## src/rtl/seven_seg_scan_ctrl.sv

```systemverilog
// Multi-digit 7-segment scan controller: one-hot digit strobing with blanking gaps,
// value handshake into a pending register that is promoted to the display at frame boundaries.
module seven_seg_scan_ctrl #(
    parameter int NUM_DIGITS     = 2,
    parameter int DWELL_CYCLES   = 12000,
    parameter int BLANK_CYCLES   = 120,
    parameter bit ACTIVE_LOW_SEG = 1'b1
) (
    input  logic                    clk,
    input  logic                    resetn,
    input  logic                    enable,
    input  logic [4*NUM_DIGITS-1:0] value_in,
    input  logic                    value_valid,
    output logic                    value_ready,
    input  logic                    blank_lz,
    output logic [6:0]              seg_out,
    output logic [NUM_DIGITS-1:0]   dig_sel,
    output logic                    frame_tick
);

    // state    | meaning
    // ST_OFF   | enable low, display dark, counters parked at 0
    // ST_BLANK | all digits off for BLANK_CYCLES ahead of digit idx
    // ST_SHOW  | digit idx lit for DWELL_CYCLES

    localparam int CNT_MAX = (DWELL_CYCLES > BLANK_CYCLES) ? DWELL_CYCLES : BLANK_CYCLES;
    localparam int CW      = $clog2(CNT_MAX + 1);
    localparam int IW      = (NUM_DIGITS > 1) ? $clog2(NUM_DIGITS) : 1;
    localparam int VW      = 4 * NUM_DIGITS;

    localparam logic [CW-1:0] BLANK_LAST = CW'(BLANK_CYCLES - 1);
    localparam logic [CW-1:0] DWELL_LAST = CW'(DWELL_CYCLES - 1);
    localparam logic [IW-1:0] IDX_LAST   = IW'(NUM_DIGITS - 1);
    localparam logic [6:0]    SEG_OFF    = ACTIVE_LOW_SEG ? 7'h7F : 7'h00;

    typedef enum logic [1:0] {ST_OFF, ST_BLANK, ST_SHOW} state_t;

    state_t                state_q, state_d;
    logic [CW-1:0]         cnt_q, cnt_d;
    logic [IW-1:0]         idx_q, idx_d;
    logic                  tick_d;
    logic [VW-1:0]         display_q, display_d;
    logic [VW-1:0]         pending_q;
    logic                  pending_flag_q;
    logic                  swap;
    logic [6:0]            seg_d;
    logic [NUM_DIGITS-1:0] dig_d;
    logic [NUM_DIGITS-1:0] suppress;
    logic                  upper_zero;
    logic [3:0]            nibble;

    function automatic logic [6:0] hex_to_seg(input logic [3:0] h);
        logic [6:0] s;
        case (h)
            4'h0: s = 7'b0111111;
            4'h1: s = 7'b0000110;
            4'h2: s = 7'b1011011;
            4'h3: s = 7'b1001111;
            4'h4: s = 7'b1100110;
            4'h5: s = 7'b1101101;
            4'h6: s = 7'b1111101;
            4'h7: s = 7'b0000111;
            4'h8: s = 7'b1111111;
            4'h9: s = 7'b1101111;
            4'hA: s = 7'b1110111;
            4'hB: s = 7'b1111100;
            4'hC: s = 7'b0111001;
            4'hD: s = 7'b1011110;
            4'hE: s = 7'b1111001;
            default: s = 7'b1110001;
        endcase
        return s;
    endfunction

    assign value_ready = !pending_flag_q;
    // frame_tick marks the boundary cycle itself, so it doubles as the promote strobe
    assign swap        = frame_tick && pending_flag_q;
    assign display_d   = swap ? pending_q : display_q;

    always_ff @(posedge clk) begin
        if (!resetn) begin
            state_q        <= ST_BLANK;
            cnt_q          <= '0;
            idx_q          <= '0;
            display_q      <= '0;
            pending_q      <= '0;
            pending_flag_q <= 1'b0;
            seg_out        <= SEG_OFF;
            dig_sel        <= '0;
            frame_tick     <= 1'b0;
        end else begin
            state_q    <= state_d;
            cnt_q      <= cnt_d;
            idx_q      <= idx_d;
            display_q  <= display_d;
            seg_out    <= seg_d;
            dig_sel    <= dig_d;
            frame_tick <= tick_d;
            if (swap) begin
                pending_flag_q <= 1'b0;
            end else if (value_valid && value_ready) begin
                pending_q      <= value_in;
                pending_flag_q <= 1'b1;
            end
        end
    end

    always_comb begin
        state_d = state_q;
        cnt_d   = cnt_q;
        idx_d   = idx_q;
        tick_d  = 1'b0;
        if (!enable) begin
            state_d = ST_OFF;
            cnt_d   = '0;
            idx_d   = '0;
        end else begin
            case (state_q)
                ST_OFF: begin
                    state_d = ST_BLANK;
                    cnt_d   = '0;
                    idx_d   = '0;
                    tick_d  = 1'b1;
                end
                ST_BLANK: begin
                    if (cnt_q == BLANK_LAST) begin
                        state_d = ST_SHOW;
                        cnt_d   = '0;
                    end else begin
                        cnt_d = cnt_q + CW'(1);
                    end
                end
                default: begin
                    if (cnt_q == DWELL_LAST) begin
                        state_d = ST_BLANK;
                        cnt_d   = '0;
                        if (idx_q == IDX_LAST) begin
                            idx_d  = '0;
                            tick_d = 1'b1;
                        end else begin
                            idx_d = idx_q + IW'(1);
                        end
                    end else begin
                        cnt_d = cnt_q + CW'(1);
                    end
                end
            endcase
        end
    end

    // Outputs are computed from next-cycle state so the registered copies line up with the state
    always_comb begin
        suppress   = '0;
        upper_zero = 1'b1;
        for (int i = NUM_DIGITS - 1; i > 0; i--) begin
            upper_zero  = upper_zero && (display_d[4*i +: 4] == 4'h0);
            suppress[i] = blank_lz && upper_zero;
        end
        nibble = display_d[4*int'(idx_d) +: 4];
        seg_d  = SEG_OFF;
        dig_d  = '0;
        if (state_d == ST_SHOW && !suppress[idx_d]) begin
            dig_d = NUM_DIGITS'(1) << idx_d;
            seg_d = ACTIVE_LOW_SEG ? ~hex_to_seg(nibble) : hex_to_seg(nibble);
        end
    end

endmodule

```

## config.mk

```make
export PLATFORM = sky130hd
export DESIGN_NAME = seven_seg_scan_ctrl
export DESIGN_NICKNAME = d
export VERILOG_FILES = /design/src/rtl/seven_seg_scan_ctrl.sv
export SDC_FILE = /design/constraint.sdc
export NUM_CORES = 1
export LEC_CHECK = 0
export CAP_MARGIN = 25
export CORE_AREA = 2 2 102 75
export DETAILED_ROUTE_END_ITERATION = 10
export DIE_AREA = 0 0 104 77
export GPL_TIMING_DRIVEN = 0
export HOLD_SLACK_MARGIN = 0.05
export PLACE_DENSITY_LB_ADDON = 0.08
export SLEW_MARGIN = 20
export SYNTH_ARGS = -nofsm -noshare
export SYNTH_HDL_FRONTEND = slang
export SYNTH_SLANG_ARGS = --single-unit
```

## constraint.sdc

```tcl
create_clock -name clk -period 8.4 [get_ports clk]
set_clock_uncertainty 0.2 [all_clocks]
set_input_delay 2.52 -clock clk [delete_from_list [all_inputs] [get_ports clk]]
set_output_delay 2.52 -clock clk [all_outputs]
set_load 0.02 [all_outputs]
```

# After elaboration in Yosys (flattened, before gate mapping)
# Memories as Yosys holds them, arrays and structs flattened.
# Cells that the tools add are included.
[op_classes]
n_reduce_logical = 12
muxes = 18
order_cmp = 1
eq_ne = 4
n_bitwise = 3
n_addsub = 2
shifts = 2
[op_table]
columns = ["op", "count"]
rows = [
  ["$mux W14", 2],
  ["$pmux W14 S2", 1],
  ["$add A14 B1 Y14 const B", 1],
  ["$eq A14 B14 Y1 const B", 1],
  ["$eq A14 B7 Y1 const B", 1],
  ["$mux W8", 1],
  ["$shiftx A8 B4 Y4", 1],
  ["$mux W1", 7],
  ["$mux W7", 1],
  ["$not A7 Y7", 1],
  ["$mux W2", 3],
  ["$reduce_and A2 Y1", 3],
  ["$logic_and A1 B1 Y1", 4],
  ["$logic_not A4 Y1", 1],
  ["$pmux W1 S2", 2],
  ["$pmux W2 S2", 1],
  ["$eq A2 B1 Y1 const B", 1],
  ["$eq A2 B2 Y1 const B", 1],
  ["$logic_not A1 Y1", 2],
  ["$logic_not A2 Y1", 1],
  ["$lt A1 B2 Y1 const B", 1],
  ["$not A1 Y1", 2],
  ["$reduce_or A2 Y1", 1],
  ["$shl A1 B1 Y2 const A", 1],
  ["$add A1 B1 Y1 const B", 1],
]
[word_totals]
n_memories = 1
ff_bits = 44
romBits = 112
input_bits = 13
out_inout_bits = 11
word_cells = 52
[memory_table]
columns = ["name", "words", "word_bits", "read_ports", "rd_ports_with_merged_regs", "write_ports", "line", "rtl"]
rows = [
  ["(name not given)", 16, 7, 1, 0, 0, "54", "case (h)"],
]

# Logic depth before layout (Yosys ltp)
# Gate-level depths: netlist (run 1).
[logic_depth]
ltp_word = 11
mapped_depth = 13
mapped_depth_nobuf = 13

# Worst setup path before layout (run 1)
# Ideal clock, no wire load.
[synth_path]
path_kind = "input to register"
start = "input port enable"
end = "register seg_out[0]"
stages = 7
setup_time_ps = 132
t_arrival_ps = 4334
path_slack_ps = 3734
required_ps = 8068
cell_sequence = "and3_1 > a31oi_1 > mux4_1 > clkbuf_8 > or2_2 > a21oi_1 > o21ai_1"
[synth_between]
elab_chain_cells = 6
word_cells_on_any_way = 12
classes_between = "eq/ne (1); shift (1); mux (5); bitwise (1); reduce/logical (3); memory (1)"
[synth_lines]
columns = ["item", "line", "rtl"]
rows = [
  ["start: declaration", "11", "input logic enable,"],
  ["parallel branches: the longest is 6 deep, another holds $mem_v2 Z16 W7", "-", ""],
  ["end signal: assignment", "96", "seg_out <= seg_d;"],
  ["end: declaration", "16", "output logic [6:0] seg_out,"],
]
# Parallel ways; which one is timed is not known. The select of a mux whose other input is x is not followed.
# A chain may end at the register's enable or synchronous reset.

# Final worst setup path (run 1)
[layout_path]
start = "input port enable"
end = "register seg_out[3]"
# Same word-level chain as after synthesis.

==> flow_summary.ini, run 1 <==
[global_route]
grt_max_degree = 14
overflow = 0
grt_util_all_layers = 0.114
antenna_found_initial = 0
grt_pass1_wl_um = 7380
grt_pass1_vias = 1512

[timing]
tns_ps = 0
period_share = 0.618
rsz0062_at_grt = no
setup_ws_ps = 3210
finalSetupViolCount = 0
hold_ws_ps = 251
fmax_mhz = 193
slew_violations = 0
hold_violations = 0
fin_crit_ps = 5190
max_slew_margin = 0.494
worstMarginPinSlew_ps = 756

[finish]
final_cell_mix = 44 x dfxtp_1, 39 x nand2_1, 23 x nor2_1
drive_gt1_frac = 0.0787
layout_commonest_cell = dfxtp_1
final_cells = 352
diodes = 0
multi_input_area_um2 = 1080
nNetsFinal = 274
area_growth_pct = 21.9
fillers = 769
fin_util = 0.357
stdcell_area_um2 = 2510
ff_latch_area_um2 = 881

[setup_path]
crit_arrival_ps = 5160
start_kind = primary input
cpPeakStageDelay_ps = 570
worstPathRequired_ps = 8370
cp_slowest_cell = a31oi_1
crit_chain = clkdlybuf4s50_1 -> and3_1 -> a31oi_1 -> mux2i_1 -> inv_1 -> ha_1 -> mux2_2 -> mux2i_1 -> nand2_1
worstSetupPathType = in -> reg
path_max_fanout = 7
worst_setup_path_end_kind = register
cp_common_cell = mux2i_1

[clocking]
hold_buffers = 0
clock_latency_ps = 300
htree_levels = 2
clockBufferDepth = 2
cts_setup_buffers = 0
clk_pin_slew_ps = 80
cts.sinks = 44
cts_resized = 0
numCtsBuffers = 5
cts_tree = yes
cts_root_buf = clkbuf_8

[floorplan]
start_util = 0.293
rows = 26
fp.dieW_um = 104
io_pins = 24
die_h_um = 77
core-area_um2 = 7030
dieArea_um2 = 8010

[power]
switching_power_uw = 87.2
ir_drop_mv = 0.0599
seqPwrFrac = 0.540
finalPower_uw = 399
power_frac_comb = 0.055
switching_share = 0.219
power_frac_clock = 0.406
p_int_uw = 312
power_density_nw_per_um2 = 159
p_leak_nw = 0.907

[place]
place_hpwl_um = 3070
port_buffers = 22
gp_congestion = 0.742
post-place-ws_ps = 2900
dpl_cell_area_um2 = 2400
place_inst = 344

[yosys]
yosysSeqAreaShare = 0.428
ys_top_cells_by_area = dfxtp_1 43%, nand2_1 7.1%, ha_1 4.9%
ys_warn_count = 0
yosys.area.top_type = dfxtp_1
ys_types = 46
syn_area_per_cell_um2 = 9.18
syn-num-nets = 245
synth_area_um2 = 2060
ys_seq_elements = 44
synth_cells = 224
synthArstFlopShare = 0
synth_edf_count = 0
yosys_most_used_dff = dfxtp_1
synth_top_area_share = 0.428

[worst_hold_path]
min-delay-path-class = reg -> reg

[routing]
wire_per_inst_um = 12.1
postRouteAntennaNets = 0
vias = 1533
wirelength_um = 4250
drt_iter0_drc = 90
route.detailed.drc = 0
dr.pass1.iters = 4
viasPerCell = 4.36

[flow_run]
maxCapViolations = 0

[status]
outcome = completed
routing by layer:
layer,routed length (µm),part of all wire,track usage,up-vias
li1,-,-,-,828
met1,2590,0.61,0.175,670
met2,1440,0.34,0.149,30
met3,169,0.040,0.0298,5
met4,48,0.011,0.0405,0
met5,0,0,0,-
power groups by stage:
stage               clock [mW]  combinational, mW  sequential [mW]
floorplan                    0             0.0122            0.219
global placement             0             0.0222            0.220
detailed placement           0             0.0221            0.220
CTS                      0.168             0.0222            0.215
global route             0.177             0.0248            0.216
finish                   0.162             0.0218            0.215
layout make-up:
| cell class | instances | share of cell area |
|---|---|---|
| flip-flops and latches | 44 | 0.351 |
| well taps | 98 | 0.0489 |
| inverters | 8 | 0.0120 |
| multi-input cells | 163 | 0.431 |
| plain buffers | 9 | 0.0259 |
| clock buffers | 6 | 0.0289 |
| repair buffers | 22 | 0.0878 |
| clock inverters | 2 | 0.0140 |
kinds of logic after synthesis:
logic type | Yosys count | share of synthesized area
and+or+nand+nor | 99 | 0.236
DFF | 44 | 0.428
AOI/OAI and AO/OA | 33 | 0.114
buffers and inverters | 17 | 0.0462
xor gates and xnor gates | 12 | 0.0511
muxes | 11 | 0.0760
adders and majority gates | 8 | 0.0487
state kept, by name (all words and copies together), names as in the netlist:
| signal | cells |
|---|---|
| dig_sel | 2 |
| cnt_q | 14 |
| pending_q | 8 |
| frame_tick | 1 |
| seg_out | 7 |
| pending_flag_q | 1 |
| idx_q | 1 |
| state_q | 2 |
| display_q | 8 |
cells in the mapped netlist, types with 2 or more instances:
| cell | n |
|---|---|
| inv_1 | 8 |
| and2_1 | 3 |
| or2_2 | 2 |
| a21oi_1 | 5 |
| nand4_1 | 2 |
| nand3_1 | 7 |
| dfxtp_1 | 44 |
| ha_1 | 8 |
| clkbuf_1 | 4 |
| a21boi_0 | 13 |
| nor3_1 | 5 |
| mux4_1 | 2 |
| nor2_1 | 23 |
| o221ai_1 | 3 |
| o211ai_1 | 3 |
| o21ai_0 | 2 |
| xor2_1 | 7 |
| mux2i_1 | 7 |
| clkbuf_8 | 2 |
| xnor2_1 | 5 |
| nand2_1 | 39 |
| nor2b_1 | 6 |
path summary, 6_finish.rpt:
kind                            cells past startpoint  slack (ps)     start    endpoint
worst max-delay path                                9        3210    enable  seg_out[3]
worst min-delay path                                1         250  cnt_q[0]    cnt_q[0]
worst max register to register                     12        4550  cnt_q[0]  seg_out[3]
worst min register to register                      1         250  cnt_q[0]    cnt_q[0]
critical path, delay by kind of cell:
kind                       cells  cell delay (ps)
AOI/OAI and AO/OA              1              570
adders and majority gates      1              250
buffers and inverters          2              650
muxes                          3              900
and+or+nand+nor                2              270
(Power assumes the default switching activity.)
==> inputs of run 2 (changes only) <==
==> constraint.sdc (replaced) <==
create_clock -name clk -period 4.4 [get_ports clk]
set_clock_uncertainty 0.2 [all_clocks]
set_input_delay 1.32 -clock clk [delete_from_list [all_inputs] [get_ports clk]]
set_output_delay 1.32 -clock clk [all_outputs]
set_load 0.02 [all_outputs]
==> results of run 2 <==
The final DEF is identical to that of run 1. Status: completed.
Among the figures that moved: setup slack after placement 2900 ps -> 102 ps; setup slack after layout 3210 ps -> 410 ps; register-to-register setup slack 4550 ps -> 550 ps; total power 0.399 mW -> 0.762 mW; worst IR drop on VDD 0.0599 mV -> 0.114 mV
==> inputs of run 3 (changes only) <==
--- a/config.mk
+++ b/config.mk
@@ -6,6 +6,8 @@
 export NUM_CORES = 1
 export LEC_CHECK = 0
 export CAP_MARGIN = 25
+export CELL_PAD_IN_SITES_DETAIL_PLACEMENT = 1
+export CELL_PAD_IN_SITES_GLOBAL_PLACEMENT = 1
 export CORE_AREA = 2 2 102 75
 export DETAILED_ROUTE_END_ITERATION = 10
 export DIE_AREA = 0 0 104 77
==> constraint.sdc (replaced) <==
create_clock -name clk -period 3.2 [get_ports clk]
set_clock_uncertainty 0.2 [all_clocks]
set_input_delay 0.96 -clock clk [delete_from_list [all_inputs] [get_ports clk]]
set_output_delay 0.96 -clock clk [all_outputs]
set_load 0.02 [all_outputs]
==> run 3 against run 2 <==
  * First-iteration DRC count down 42%
  * Core utilization is 3.7 points higher
  * Cell area up 10%
  * Combinational power up 45%
  * Clock power grew 38%
  * Highest routed layer unchanged
  * Count of clock-buffer cells in the layout unchanged
  * Routed wire length grew 14%
  * Setup slack got worse by 360 ps
  * Largest cell class unchanged
  * Die area unchanged
  * Global-route usage rose by 1.0 points
  * Non-clock buffer count increased by 15
==> flow_summary.ini, run 3 (synthesis gave the netlist of run 1 again) <==
[status]
outcome = completed

[timing]
hold_ws_ps = 272
period_share = 0.983
fin_crit_ps = 3150
setup_ws_ps = 53.1
worstMarginPinSlew_ps = 539
rsz0062_at_grt = yes
slew_violations = 0
fmax_mhz = 318
hold_violations = 0
tns_ps = 0
finalSetupViolCount = 0
max_slew_margin = 0.641

[clocking]
clock_latency_ps = 290
cts_root_buf = clkbuf_8
cts_tree = yes
numCtsBuffers = 5
hold_buffers = 0
htree_levels = 2
clockBufferDepth = 2
clk_pin_slew_ps = 90
cts.sinks = 44

[global_route]
antenna_found_initial = 0
grt.busiest_layer = met2
grt_util_all_layers = 0.124
use_met3 = 0.0315
grt_max_degree = 14
overflow = 0
met1_usage = 0.178
grt_pass1_wl_um = 7960
grt_pass1_vias = 1623
grtUsageMet2 = 0.189

[power]
p_leak_nw = 0.996
power_density_nw_per_um2 = 379
power_frac_clock = 0.404
p_int_uw = 820
finalPower_mw = 1.05
power_frac_comb = 0.057
ir_drop_mv = 0.219
seqPwrFrac = 0.539
switching_share = 0.220
switching_power_uw = 231

[floorplan]
rows = 26
fp.dieW_um = 104
io_pins = 24
dieArea_um2 = 8010
die_h_um = 77
start_util = 0.293
core-area_um2 = 7030

[routing]
postRouteAntennaNets = 0
wirelength_um = 4850
wire_per_inst_um = 13.2
vias = 1656
dr.pass1.iters = 4
drt_iter0_drc = 52
viasPerCell = 4.51
route.detailed.drc = 0

[finish]
largest_register_ffs = 14
final_cell_mix = 39 x nand2_1, 35 x dfxtp_1, 23 x nor2_1
area_growth_pct = 34.6
fin_util = 0.394
top_regs = cnt_q (14), display_q (8), pending_q (8)
diodes = 0
layout_commonest_cell = nand2_1
nNetsFinal = 289
drive_gt1_frac = 0.212
fillers = 843
largest-register = cnt_q

[place]
port_buffers = 22
post-place-ws_ps = -536
place_hpwl_um = 3410
gp_congestion = 0.714

[setup_path]
path_max_fanout = 5
worstSetupPathType = reg -> reg
crit_arrival_ps = 3120
worst_setup_path_end_kind = register
worstPathRequired_ps = 3170
worst_r2r_path_depth = 12
start_kind = register

[worst_hold_path]
whs_path_depth = 2
min-delay-path-class = reg -> reg

[flow_run]
maxCapViolations = 0
[run 3: area by class of cell]
cell class	instances	area, µm²	share of cell area
plain buffers	8	55.1	0.0199
clock buffers	6	72.6	0.0262
clock inverters	2	35.0	0.0127
inverters	8	32.5	0.0117
multi-input cells	163	1210	0.438
flip-flops and latches	44	892	0.322
well taps	98	123	0.0443
repair buffers	38	347	0.125
[run 3: per-stage QoR]
step / area [µm²] / instances
after floorplan: 2070 / 224
after global placement: 2410 / 344
after detailed placement: 2410 / 344
after CTS: 2670 / 361
after global routing: 2770 / 367
final: 2770 / 367
[run 3: what timing repair did]
| item | 4_1_cts | 5_1_grt |
|---|---|---|
| setup endpoints to repair | 7 | 6 |
| buffers inserted | 9 | 7 |
| pin swaps | 3 | 1 |
| gates resized for setup | 18 | 15 |
[run 3: power groups by stage]
stage          clock network (mW)  registers (mW)  logic, mW
3_5_place_dp                    0           0.578     0.0592
4_1_cts                     0.438           0.566     0.0601
5_1_grt                     0.465           0.568     0.0686
2_1_floorplan                   0           0.575     0.0325
3_3_place_gp                    0           0.578     0.0588
6_report                    0.425           0.566     0.0603
[run 3: worst paths after layout]
path	from	endpoint	slack [ps]
max	cnt_q[0]	seg_out[3]	50
min	display_q[3]	display_q[3]	270
max reg2reg	cnt_q[0]	seg_out[3]	50
min reg2reg	display_q[3]	display_q[3]	270
[run 3: worst max-delay path, stage by stage (launching register included)]
cell	delay [ps]
dfxtp_2	360
ha_4	170
nand4bb_4	140
nor4_4	200
ha_1	290
and3_4	160
a31oi_4	260
buf_6	140
mux4_2	410
ha_4	220
mux2_4	250
mux2i_1	140
nand2_1	70
[run 3: per-layer routing]
layer / vias up / share of wire
li1: 850 / -
met4: 0 / 0.0045
met2: 23 / 0.41
met1: 781 / 0.56
met3: 2 / 0.032
met5: - / 0
